===== src/rtl/btn_evt_pkg.sv =====
// btn_evt_pkg: event codes, per-button FSM states and id-width helper shared by btn_event_ctrl
package btn_evt_pkg;
  localparam logic [1:0] EVT_NONE   = 2'b00;
  localparam logic [1:0] EVT_SHORT  = 2'b01;
  localparam logic [1:0] EVT_LONG   = 2'b10;
  localparam logic [1:0] EVT_REPEAT = 2'b11;
  typedef enum logic [1:0] {ST_IDLE = 2'd0, ST_PRESS = 2'd1, ST_LONG = 2'd2} btn_state_e;
  function automatic int idw(input int n);
    return (n > 1) ? $clog2(n) : 1;
  endfunction
endpackage


===== src/rtl/btn_press_fsm.sv =====
// btn_press_fsm: per-button hold timer raising SHORT/LONG strobes; BTN_REPEAT_EN adds REPEAT while held
module btn_press_fsm
  import btn_evt_pkg::*;
#(
  parameter int LONG_MS   = 1000,
  parameter int REPEAT_MS = 200
) (
  input  logic       clk,
  input  logic       rst_n,
  input  logic       press_i,
  input  logic       tick_i,
  output logic       evt_o,
  output logic [1:0] code_o
);
  localparam int CW = $clog2((LONG_MS > REPEAT_MS ? LONG_MS : REPEAT_MS) + 1);
  btn_state_e    st_q;
  logic [CW-1:0] cnt_q;
  logic          hit_long;
  logic          cnt_max;
  assign cnt_max  = &cnt_q;
  assign hit_long = tick_i && cnt_q == CW'(LONG_MS - 1);
`ifdef BTN_REPEAT_EN
  logic hit_rep;
  assign hit_rep = tick_i && cnt_q == CW'(REPEAT_MS - 1);
  assign code_o  = st_q == ST_PRESS ? (!press_i ? EVT_SHORT : hit_long ? EVT_LONG : EVT_NONE)
                 : (st_q == ST_LONG && press_i && hit_rep) ? EVT_REPEAT : EVT_NONE;
`else
  assign code_o  = st_q != ST_PRESS ? EVT_NONE : !press_i ? EVT_SHORT : hit_long ? EVT_LONG : EVT_NONE;
`endif
  // strobe is combinational so the pending flag is set on the same edge as the state change
  assign evt_o = code_o != EVT_NONE;
  always_ff @(posedge clk or negedge rst_n)
    if (!rst_n) begin
      st_q  <= ST_IDLE;
      cnt_q <= '0;
    end else
      case (st_q)
        ST_IDLE: if (press_i) begin
          st_q  <= ST_PRESS;
          cnt_q <= '0;
        end
        ST_PRESS: if (!press_i) st_q <= ST_IDLE;
          else if (hit_long) begin
            st_q  <= ST_LONG;
            cnt_q <= '0;
          end else if (tick_i && !cnt_max) cnt_q <= cnt_q + 1'b1;
        ST_LONG: if (!press_i) st_q <= ST_IDLE;
`ifdef BTN_REPEAT_EN
          else if (hit_rep) cnt_q <= '0;
          else if (tick_i && !cnt_max) cnt_q <= cnt_q + 1'b1;
`endif
        default: st_q <= ST_IDLE;
      endcase
endmodule


===== src/rtl/btn_event_ctrl.sv =====
// btn_event_ctrl: button SHORT/LONG (+REPEAT under BTN_REPEAT_EN) events on one round-robin valid/ready channel
module btn_event_ctrl
  import btn_evt_pkg::*;
#(
  parameter int  BTN_WIDTH  = 4,
  parameter int  PRESCALE   = 50000,
  parameter int  LONG_MS    = 1000,
  parameter int  REPEAT_MS  = 200,
  parameter bit  ACTIVE_LOW = 1'b1,
  localparam int IDW        = idw(BTN_WIDTH)
) (
  input  logic                 clk,
  input  logic                 rst_n,
  input  logic [BTN_WIDTH-1:0] Btn_Level,
  output logic                 Evt_Valid,
  input  logic                 Evt_Ready,
  output logic [IDW-1:0]       Evt_Id,
  output logic [1:0]           Evt_Code,
  output logic                 Evt_Ovf,
  input  logic                 Ovf_Clr
);
  localparam int PW = PRESCALE > 1 ? $clog2(PRESCALE) : 1;
  logic [BTN_WIDTH-1:0]   btn_q, press, evt, pend_q, pend_d, rot;
  logic [2*BTN_WIDTH-1:0] dbl;
  logic [1:0]             code [BTN_WIDTH];
  logic [1:0]             pcode_q [BTN_WIDTH];
  logic [1:0]             pcode_d [BTN_WIDTH];
  logic [PW-1:0]          pre_q;
  logic [IDW-1:0]         rr_q, gnt_id, id_q;
  logic [1:0]             code_q;
  logic                   ms_tick, gnt_v, load, ovf_hit, vld_q, ovf_q;
  assign press     = ACTIVE_LOW ? ~btn_q : btn_q;
  assign ms_tick   = pre_q == PW'(PRESCALE - 1);
  assign load      = (!vld_q || Evt_Ready) && gnt_v;
  assign Evt_Valid = vld_q;
  assign Evt_Id    = id_q;
  assign Evt_Code  = code_q;
  assign Evt_Ovf   = ovf_q;
  for (genvar i = 0; i < BTN_WIDTH; i++) begin : g_btn
    btn_press_fsm #(.LONG_MS(LONG_MS), .REPEAT_MS(REPEAT_MS)) u_fsm (
      .clk    (clk),
      .rst_n  (rst_n),
      .press_i(press[i]),
      .tick_i (ms_tick),
      .evt_o  (evt[i]),
      .code_o (code[i])
    );
  end
  // rotate pending so bit 0 is the RR pointer; lowest set bit is the grant
  assign dbl = {pend_q, pend_q} >> rr_q;
  assign rot = dbl[BTN_WIDTH-1:0];
  always_comb begin
    gnt_v  = |rot;
    gnt_id = '0;
    for (int k = BTN_WIDTH - 1; k >= 0; k--)
      if (rot[k]) gnt_id = IDW'((int'(rr_q) + k) % BTN_WIDTH);
  end
  always_comb begin
    pend_d  = pend_q;
    pcode_d = pcode_q;
    ovf_hit = 1'b0;
    for (int k = 0; k < BTN_WIDTH; k++)
      if (evt[k]) begin
        ovf_hit    = ovf_hit | (pend_q[k] & ~(load && gnt_id == IDW'(k)));
        pend_d[k]  = 1'b1;
        pcode_d[k] = code[k];
      end else if (load && gnt_id == IDW'(k)) pend_d[k] = 1'b0;
  end
  always_ff @(posedge clk or negedge rst_n)
    if (!rst_n) begin
      btn_q   <= ACTIVE_LOW ? '1 : '0;
      pre_q   <= '0;
      pend_q  <= '0;
      pcode_q <= '{default: EVT_NONE};
      rr_q    <= '0;
      vld_q   <= 1'b0;
      id_q    <= '0;
      code_q  <= EVT_NONE;
      ovf_q   <= 1'b0;
    end else begin
      btn_q   <= Btn_Level;
      pre_q   <= ms_tick ? '0 : pre_q + 1'b1;
      pend_q  <= pend_d;
      pcode_q <= pcode_d;
      ovf_q   <= ovf_hit | (ovf_q & ~Ovf_Clr);
      if (!vld_q || Evt_Ready) vld_q <= gnt_v;
      if (load) begin
        id_q   <= gnt_id;
        code_q <= pcode_q[gnt_id];
        rr_q   <= gnt_id == IDW'(BTN_WIDTH - 1) ? '0 : gnt_id + 1'b1;
      end
    end
endmodule


===== config.mk =====
export PLATFORM = sky130hd
export DESIGN_NAME = btn_event_ctrl
export DESIGN_NICKNAME = d
export VERILOG_FILES = /design/src/rtl/btn_evt_pkg.sv /design/src/rtl/btn_press_fsm.sv /design/src/rtl/btn_event_ctrl.sv
export SDC_FILE = /design/constraint.sdc
export NUM_CORES = 1
export LEC_CHECK = 0
export BUFFER_PORTS_ARGS = -buffer_cell sky130_fd_sc_hd__buf_2
export CAP_MARGIN = 20
export CELL_PAD_IN_SITES_DETAIL_PLACEMENT = 0
export CELL_PAD_IN_SITES_GLOBAL_PLACEMENT = 1
export CORE_MARGIN = 2
export CORE_UTILIZATION = 35
export DETAILED_ROUTE_END_ITERATION = 6
export PLACE_DENSITY = 0.61
export SYNTH_ARGS = -nofsm -noshare
export SYNTH_HDL_FRONTEND = slang
export SYNTH_HIERARCHICAL = 1
export SYNTH_SLANG_ARGS = --single-unit

===== constraint.sdc =====
create_clock -name clk -period 8 [get_ports clk]
set_input_delay 0.8 -clock clk [delete_from_list [all_inputs] [get_ports clk]]
set_output_delay 0.8 -clock clk [all_outputs]
set_load 0.1 [all_outputs]

Word-level counts from Yosys, hierarchy flattened
Index checks and enable logic that the tools add are counted.

word-level totals
  logic and storage cells = 212
  flip-flop bits (word level) = 88
  input port bits = 8

cells by class
  shift-type cells = 1
  magnitude comparators = 1
  bitwise operators = 16
  add/sub/neg operators = 9
  reductions and logical operators = 49
  equality and inequality tests = 40
  mux-type cells = 73

operators by type and width
  operator                                                          count
  10-bit two-way mux                                                16
  10-bit case mux with 2 select lines                               4
  2-bit two-way mux                                                 35
  10-bit by 1-bit adder with 10-bit output (second input constant)  4
  10-bit == test (second input constant)                            4
  10-bit AND reduction                                              4
  2-bit != test (second input constant)                             12
  2-bit case mux with 3 select lines                                4
  2-bit nonzero test                                                12
  16-bit by 1-bit adder with 16-bit output (second input constant)  1
  16-bit == test (second input constant)                            1
  16-bit two-way mux                                                1
  4-bit AND reduction                                               4
  1-bit logical AND                                                 13
  2-bit == test (second input constant)                             6
  1-bit two-way mux                                                 12
  3-bit by 1-bit != test with 1-bit output (second input constant)  4
  3-bit by 2-bit != test with 1-bit output (second input constant)  4
  3-bit AND reduction                                               4
  2-bit by 1-bit == test with 1-bit output (second input constant)  5
  2-bit zero test                                                   5
  2-bit by 1-bit != test with 1-bit output (second input constant)  4
  8-bit by 2-bit right shift with 4-bit output                      1
  1-bit AND                                                         5
  11 further kinds                                                  24

Longest topological paths before layout
Gate-level depths: netlist of the first run.

  depth in word-level cells = 17
  mapped depth = 11
  depth with buffers taken out = 10

Modules after synthesis
Netlist of the first run, hierarchy kept.

modules (own cells, without submodules)
  module                              cells each  instances  area an instance (µm²)  sequential area each (µm²)
  btn_press_fsm (g_btn[0].u_fsm ...)  81          3          738.2                   300.3
  btn_event_ctrl                      169         1          1,814.2                 1,006.0
  btn_press_fsm (g_btn[3].u_fsm)      83          1          701.9                   300.3

Worst setup path before layout of the first run
No wires, ideal clock.

  kind = reg-to-reg
  start = reg pre_q[0]
  end = reg pcode_q[6] (netlist bit)
  library setup time = 0.125 ns
  clock period less this slack = 2.789 ns
  setup slack = 5.211 ns
  stages on the path, launching flop included = 10
  path buffers = 1
  data arrival time = 2.664 ns
  cell sequence = dfrtp_1 -> ha_1 -> and3_1 -> and4_1 -> clkbuf_1 -> or3b_4 -> nor3_1 -> nor2b_1 -> nor2_1 -> mux2_2

between the ends
  longest elaborated chain between the ends = 6

ends and longest elaborated chain
  element                          RTL line              source
  from (decl)                      btn_event_ctrl.sv:28  logic [PW-1:0] pre_q;
  from (signal assigned)           btn_event_ctrl.sv:82  pre_q <= ms_tick ? '0 : pre_q + 1'b1;
  16-bit == test                   btn_event_ctrl.sv:33  assign ms_tick = pre_q == PW'(PRESCALE - 1);
  named net ms_tick                btn_event_ctrl.sv:31  logic ms_tick, gnt_v, load, ovf_hit, vld_q, ovf_q;
  1-bit logical AND                btn_press_fsm.sv:21   assign hit_long = tick_i && cnt_q == CW'(LONG_MS - 1);
  2-bit two-way mux (3 in series)  btn_press_fsm.sv:28   assign code_o = st_q != ST_PRESS ? EVT_NONE : !press_i ? EVT_SHORT : hit_long ? EVT_LONG : EVT_NONE;
  2-bit nonzero test               btn_press_fsm.sv:31   assign evt_o = code_o != EVT_NONE;
  named net evt[0]                 btn_event_ctrl.sv:23  logic [BTN_WIDTH-1:0] btn_q, press, evt, pend_q, pend_d, rot;
  to (signal assigned)             btn_event_ctrl.sv:84  pcode_q <= pcode_d;
  to (decl)                        btn_event_ctrl.sv:26  logic [1:0] pcode_q [BTN_WIDTH];

The timed path passes the listed nets, and every way through them passes these cells.
A chain may end at the register's enable or synchronous reset.

Worst setup path after layout of the first run
  start = reg pre_q[0]
  end = reg pcode_q[3] (netlist bit)

between the ends
  longest elaborated chain between the ends = 6

ends and longest elaborated chain
  element                          RTL line
  16-bit == test                   btn_event_ctrl.sv:33
  1-bit logical AND                btn_press_fsm.sv:21
  2-bit two-way mux (3 in series)  btn_press_fsm.sv:28
  2-bit nonzero test               btn_press_fsm.sv:31
  named net evt[2]                 btn_event_ctrl.sv:23

The timed path passes the listed nets, and every way through them passes these cells.

==> results.md, run 1 <==
Die:
- The overall die area is 14,460 um^2.
- The placeable core region is 13,240 um^2.
- The number of placed I/O pins is 14.
- The floorplan row count is 42.
- The initial utilization of the core area, before any placement, comes to 35.72%.
- The floorplan step set the die width to 120.3 um.
- Measured along the y axis, the die boundary spans 120.3 um.

Logic synthesis:
- The Yosys step of the flow raised 6 warnings.
- The commonest cells after synthesis are dfrtp_1, nand2_1, nand3_1, nor2_1, nand2b_1.
- The count of flip-flops with a built-in enable after synthesis is 0.
- The most used flip-flop cell after synthesis is dfrtp_1.
- The cell type with the largest total area after synthesis is dfrtp_1.
- After synthesis, the largest area contributor takes up 44.43% of total cell area.
- The number of nets handed over by synthesis was 509.
- The flip-flop and latch count after synthesis is 88.
- Summing the sequential cell areas from Yosys gives 46.65% of the chip area.
- Summing every instance area after synthesis gives 4731 um^2.
- In the synthesized netlist the async set-or-reset flop fraction comes to 100.0%.
- The number of instances in the synthesized netlist is 495.
- The dominant cell by count in the synthesized netlist is dfrtp_1.
- In the post-synthesis netlist, the biggest area contributors are dfrtp_1, nand3_1, nand2_1, nand2b_1, nor2_1.
- The average instance in the mapped netlist occupies 9.557 um^2.
- The synthesized netlist contains 60 unique library cells.

Timing:
- The slew at the pin closest to its max-slew limit is 0.6491 ns.
- The total count of max-transition violations in the final report came to 0.
- The number of setup violations in the final report is 0.
- The worst-case setup margin in the final layout is 4.875 ns.
- The worst clock skew is 0.006814 ns.
- The achievable frequency is 0.3200 GHz.
- The time the worst path needs with I/O delays and setup is 3.125 ns.
- Of the available clock period, the critical path in the final layout requires 39.06%.
- Setup repair after global routing left no endpoint under its margin.
- The number of hold violations in the final report is 0.
- The headroom to the max-slew limit is 56.49%.
- Adding up every negative setup slack in the final design gives 0 ns.
- The worst hold slack is 0.4151 ns.

Placement:
- OpenSTA, run right after detailed placement, puts the worst setup slack at 4.850 ns.
- The congestion estimate from routability-driven global placement came to 0.8043.
- The HPWL reported at the end of detailed placement is 7006 um.
- In this run the tool buffered the top-level ports with 13 buffer cells.

Detailed routing:
- The number of DRC violations after detailed-routing iteration 0 is 207.
- The number of vias in the routed layout is 3,757.
- The ratio of routed vias to standard cells is 5.414.
- Before antenna repair, the detailed router went through 4 iterations.
- The antenna violation net count after detailed routing is 0.
- In the final routed layout, each cell accounts on average for 14.70 um.
- For this run, design rule violations remaining after detail routing come to 0.
- Wires add up to 10,200 um.

Setup path:
- The cell depth of the worst setup path is 8.
- In this design, the stage delay of the slowest critical-path cell is 0.63 ns.
- The cell type of the slowest stage on the worst timing path is and4_1.
- The required time of the worst setup path is 8.22 ns.
- The end of the worst register-to-register path is pcode_q[3].
- Counting cells, the worst reg-to-reg path comes to 8.
- The critical path in this run is classified as reg2reg.
- Grouping stages by cell kind, the critical path spends the most delay in simple AND/OR/NAND/NOR gates.
- The setup slack on the worst flop-to-flop path is 4.88 ns.
- In this run the worst path has a maximum fanout of 18.
- The signal on the critical path passes through ha_1 -> and3_1 -> and4_1 -> or3b_4 -> nor3_1 -> nor2b_1 -> nor2_1 -> mux2_2.
- The endpoint type of the worst setup path is a register.
- The worst endpoint data arrival time is 3.34 ns.
- In this run the critical register-to-register path is launched from pre_q[0].
- The combined buffer and inverter count along the critical path is 0.
- The beginning of the critical path is pre_q[0].
- The worst setup path is launched from a register.

CTS:
- The CTS tree is done.
- The maximum clock path buffer count is 2.
- The number of clock sinks is 88.
- The number of instances resized during post-cts repair is 0.
- The tree is rooted in a clkbuf_16.
- The clock transition at the register clock pins on the worst setup and hold paths after CTS is 0.07 ns.
- The H-tree was split into 3 levels.
- The post-CTS setup buffer count is 0.
- Buffers inserted during clock tree synthesis total 9.
- The clock latency of the later-clocked register in the worst-skew pair is 0.34 ns.
- In this run, post-CTS hold repair placed 0 buffers.

Final layout:
- The layout has 1,354 filler cells.
- The area growth from synthesis to layout is 11.32%.
- The share of layout cells above drive strength 1 is 12.36%.
- The repair_antennas step left the layout with diodes totalling 0.
- In the final design database the tool counted 527 nets.
- The register area is 2207 um^2.
- Summing all multi-input logic gate instances after layout gives 2434 um^2.

GRT:
- The total grt overflow is 0.
- The via count of the first global-routing pass is 3,649.
- For met1 alone, demand over resource in global routing was 22.50%.
- The first global-routing pass estimated 18,010 um of wire.
- In the global route stage, met2 resource usage came out at 23.12%.
- The overall track demand over capacity in global routing is 15.31%.
- The number of antenna violations at the first check in global routing is 0.
- The layer with the highest usage after global routing is met2.
- The largest net degree at the start of global routing is 51.
- In the global route stage, met3 resource usage came out at 1.981%.

Power:
- The total leakage power is 0.002212 uW.
- The power per unit of standard cell area is 226.5 nW/um^2.
- Across the VDD grid, the largest voltage drop is 158.5 uV.
- Summing internal, switching and leakage power gives 1193 uW.

Run status:
- The run finished with clean final reports.

Min path:
- The worst hold path belongs to the class in2async.

Run:
- The number of maximum-capacitance violations is 0.
## through the flow
stage / cells / cell area (um^2) / util (%)
2_1_floorplan: 495 / 4731 / -
3_3_place_gp: 678 / 4989 / 37.67
3_5_place_dp: 678 / 4989 / 37.67
4_1_cts: 694 / 5266 / 39.77
5_1_grt: 694 / 5266 / 39.77
6_report: 694 / 5266 / 39.77
## flip-flops by register name, summed over array words and instances, names as in the netlist
signal / cells
g_btn.u_fsm/cnt_q: 40
Evt_Code: 2
btn_q: 4
pend_q: 4
pcode_q: 8
pre_q: 16
rr_q: 2
Evt_Ovf: 1
Evt_Valid: 1
Evt_Id: 2
g_btn.u_fsm/st_q: 8
## where the power goes
group | total (uW) | internal [uW] | switching [uW]
Clock | 400 | 227 | 173
Sequential | 519 | 481 | 37.5
Combinational | 274 | 89.0 | 185
## area by class of cell
cell class	count	area share [%]
well taps	176	4.182
multi-input cells	386	46.21
repair buffers	14	1.426
clock inverters	3	0.3326
clock buffers	13	4.942
inverters	14	0.9979
flip-flops and latches	88	41.91
## layer usage
metal / routed length, um / share of wire, % / up-vias
met2: 4634 / 45 / 37
met4: 105 / 1.0 / 0
met1: 5265 / 52 / 1855
met5: 0 / 0 / -
met3: 199 / 2.0 / 6
li1: - / - / 1859
## logic make-up after synthesis
logic type	count (synthesis)	synth area share, %
multiplexers	16	3.597
AO/OA/AOI/OAI	107	15.87
flip-flops	88	46.65
buffers and inverters	21	1.904
AND/OR/NAND/NOR	245	28.17
adder cells (fa/ha/maj)	6	1.587
XOR/XNOR	12	2.222
## cells in the final DEF (no fill, tap or decap), types with 6 or more instances in the layout
master / synthesis / routed
dfrtp_1: 84 / 84
nand2_1: 50 / 50
nand3_1: 42 / 42
nor2_1: 36 / 36
nand2b_1: 25 / 25
o21ai_0: 23 / 23
nor3_1: 15 / 15
o31ai_1: 15 / 15
nand4_1: 13 / 13
inv_1: 13 / 13
a21oi_1: 12 / 12
buf_2: 3 / 12
and3_1: 11 / 11
xor2_1: 9 / 9
clkbuf_16: 0 / 9
a31oi_1: 8 / 8
mux2_2: 8 / 8
mux2i_1: 8 / 8
and2_1: 8 / 8
nor2b_1: 7 / 7
ha_1: 6 / 6
a211oi_1: 6 / 6
## worst max path at each step
stage                 endpoint  slack [ns]
detailed placement  pcode_q[3]        4.85
floorplan           pcode_q[6]        5.21
finish              pcode_q[3]        4.88
CTS                 pcode_q[3]        4.83
global placement    pcode_q[4]        4.91
global route        pcode_q[2]        4.60
Power figures use the tool's default switching activity.
==> run 2: changes to the inputs <==
Clock period 8 ns to 3.3 ns, I/O delays scaled along.
==> results.md, run 2 (synthesis results as in run 1) <==
Run status:
- The flow ran to the end, and the final reports show no timing, DRC or antenna violations.

Detailed routing:
- The ratio of routed vias to standard cells is 5.420.
- The count of nets left with antenna violations once routing finished came out at 0.
- The first routing iteration left 194 violations.
- The count of TritonRoute iterations in the first routing pass is 4.
- The routed design has 10,590 um of wire.
- The number of vias in the routed layout is 3,778.
- In the routed design, unresolved DRC markers number 0.
- Dividing the detail-routed wire length by the instance count gives 15.19 um.

CTS:
- TritonCTS built the clock tree.
- The post-CTS setup buffer count is 0.
- The H-tree depth reported by CTS is 3.
- The clock buffer count from CTS is 9.
- The clock transition at the register clock pins on the worst setup and hold paths after CTS is 0.06 ns.
- The clock latency of the later-clocked register in the worst-skew pair is 0.34 ns.
- The clock passes through at most 2 buffers.
- The root buffer cell chosen for the clock tree is clkbuf_16.
- For this design, the sink count on the clock tree is 88.

Setup path:
- At the worst endpoint, the arrival time is 3.12 ns.
- The largest fanout of any net on the critical path is 9.
- The worst setup path is captured at a register.
- On the worst path, the slowest cell contributes a delay of 0.45 ns.
- Data on the critical path is required at its endpoint by 3.53 ns.
- The signal on the critical path passes through ha_1 -> and3_1 -> and4_1 -> or3b_4 -> nor3_1 -> nor2b_1 -> nor2_1 -> mux2_2.
- For flop-to-flop paths, the worst setup slack is 0.41 ns.
- The family with the most delay on the worst path is simple AND/OR/NAND/NOR gates.
- The cell type of the slowest stage on the worst timing path is or3b_4.
- Together, buffers and inverters on the worst path number 0.
- The startpoint type of the worst setup path is a register.
- The critical path class is reg2reg.

GRT:
- Global routing finished with a remaining overflow of 0.
- The wire length of the first global-routing pass is 18,080 um.
- The number of antenna violations at the first check in global routing is 0.
- The via count of the first global-routing pass was 3,665.
- Global routing consumed, over all layers together, 15.75% of the routing resources.
- Entering global routing, the biggest net connects 45 pins.

Final layout:
- The number of flip-flops under the largest register name is 40.
- The library cell used most frequently in the layout, excluding fill and tap cells, is dfrtp_1.
- In the layout the commonest cells are dfrtp_1, nand2_1, nand3_1, nor2_1, nand2b_1.
- The post-route netlist has 12.67% of its cells at a drive strength greater than 1.
- At the end of the flow, the number of nets in the layout was 530.
- In the final layout, the registers with the most flip-flops are g_btn.u_fsm/cnt_q: 40 flops, pre_q: 16 flops.
- The number of cells in the finished layout apart from fillers is 697.
- The number of antenna diodes in the final layout is 0.
- The register with the most flip-flops is g_btn.u_fsm/cnt_q.
- The area growth from synthesis to layout is 12.32%.

Die:
- Once the floorplan was initialized, standard cells occupied 35.72% of the core.
- 14 I/O pins were placed.
- The die width is 120.3 um.
- The floorplan row count is 42.
- Measured along the y axis, the die boundary spans 120.3 um.
- The total area inside the core boundary comes to 13,240 um^2.
- The die covers 14,460 um^2.

Timing:
- The worst clock skew is 0.007347 ns.
- The ratio of final minimum period to clock period is 87.58%.
- The number of hold violations in the final report was 0.
- Setup repair after global routing left no endpoint under its margin.
- Final hold analysis gives a worst-case slack of 0.07931 ns.
- The number of setup violations in the final report is 0.
- The headroom to the max-slew limit is 53.76%.
- The achievable frequency is 0.3460 GHz.
- The time the worst path needs with I/O delays and setup is 2.890 ns.
- The final total negative setup slack is 0 ns.
- The worst-case setup margin in the final layout is 0.4100 ns.
- For the pin with the worst max-slew slack, the measured transition is 0.6898 ns.
- The total count of max-transition violations in the final report was 0.

Power:
- Summed over all cells, the static leakage comes to 0.002241 uW.
- Overall power consumption after layout is estimated at 2966 uW.
- The power per unit of standard cell area is 558.2 nW/um^2.
- VDD sags by at most 402.3 uV.

Placement:
- The pre-CTS setup slack is 0.4182 ns.
- The number of port buffers is 13.
- The HPWL reported at the end of detailed placement is 7246 um.
- The final weighted congestion of routability-driven global placement is 0.7682.
- After detailed placement, the design holds a cell count of 680.

Run:
- The number of maximum-capacitance violations is 0.

Min path:
- The path class of the tightest hold or removal check is in2reg.
run 2: changes by cell type in the layout (fill, tap and decap cells not counted), sizes merged:
cell,previous run,this run
bufinv,0,1
clkinvlp,1,0
dlygate4sd3,0,1
buf,14,16
run 2: power breakdown:
group | total, uW | internal, uW | switching (uW) | leakage [uW]
Clock | 1050 | 627 | 421 | 0.000150
Sequential | 1260 | 1170 | 90.3 | 0.00115
Combinational | 661 | 217 | 444 | 0.000941
Total | 2970 | 2010 | 956 | 0.00224
run 2: area by class of cell:
class / instances / area [um^2]
clock buffers: 13 / 260.3
clock inverters: 3 / 40.04
fillers: 1319 / 7929
inverters: 14 / 52.55
multi-input cells: 386 / 2434
flip-flops and latches: 88 / 2207
well taps: 176 / 220.2
repair buffers: 17 / 100.1
run 2: path summary, 6_finish.rpt:
path / from / to / depth (start not counted)
worst max-delay path: pre_q[0] / pcode_q[3] / 8
worst min-delay path: Btn_Level[0] / btn_q[0] / 1
worst max register to register: pre_q[0] / pcode_q[3] / 8
worst min register to register: Evt_Id[1] / Evt_Id[1] / 2
max in group asynchronous: rst_n / btn_q[2] / 3
min in group asynchronous: rst_n / g_btn[0].u_fsm/cnt_q[7] / 2
run 2: metrics by stage:
step	instance area [um^2]	utilization (%)
after global placement	5004	37.78
after detailed placement	5004	37.78
final	5314	40.13
after global routing	5314	40.13
after floorplan	4731	-
after CTS	5314	40.13
run 2: metal layers:
metal  up-vias  global-route usage (%)  wire [um]  part of all wire, %
met1      1851                   22.43       5363                   51
met3        12                   3.113        308                  2.9
met2        49                   23.40       4727                   45
met4         0                   6.541        187                  1.8
li1       1866                       -          -                    -
met5         -                       0          0                    0
run 2: timing repair:
item | CTS | global route
resized for setup | 0 | 0
hold endpoints to repair | 1 | 0
hold buffers | 1 | 0
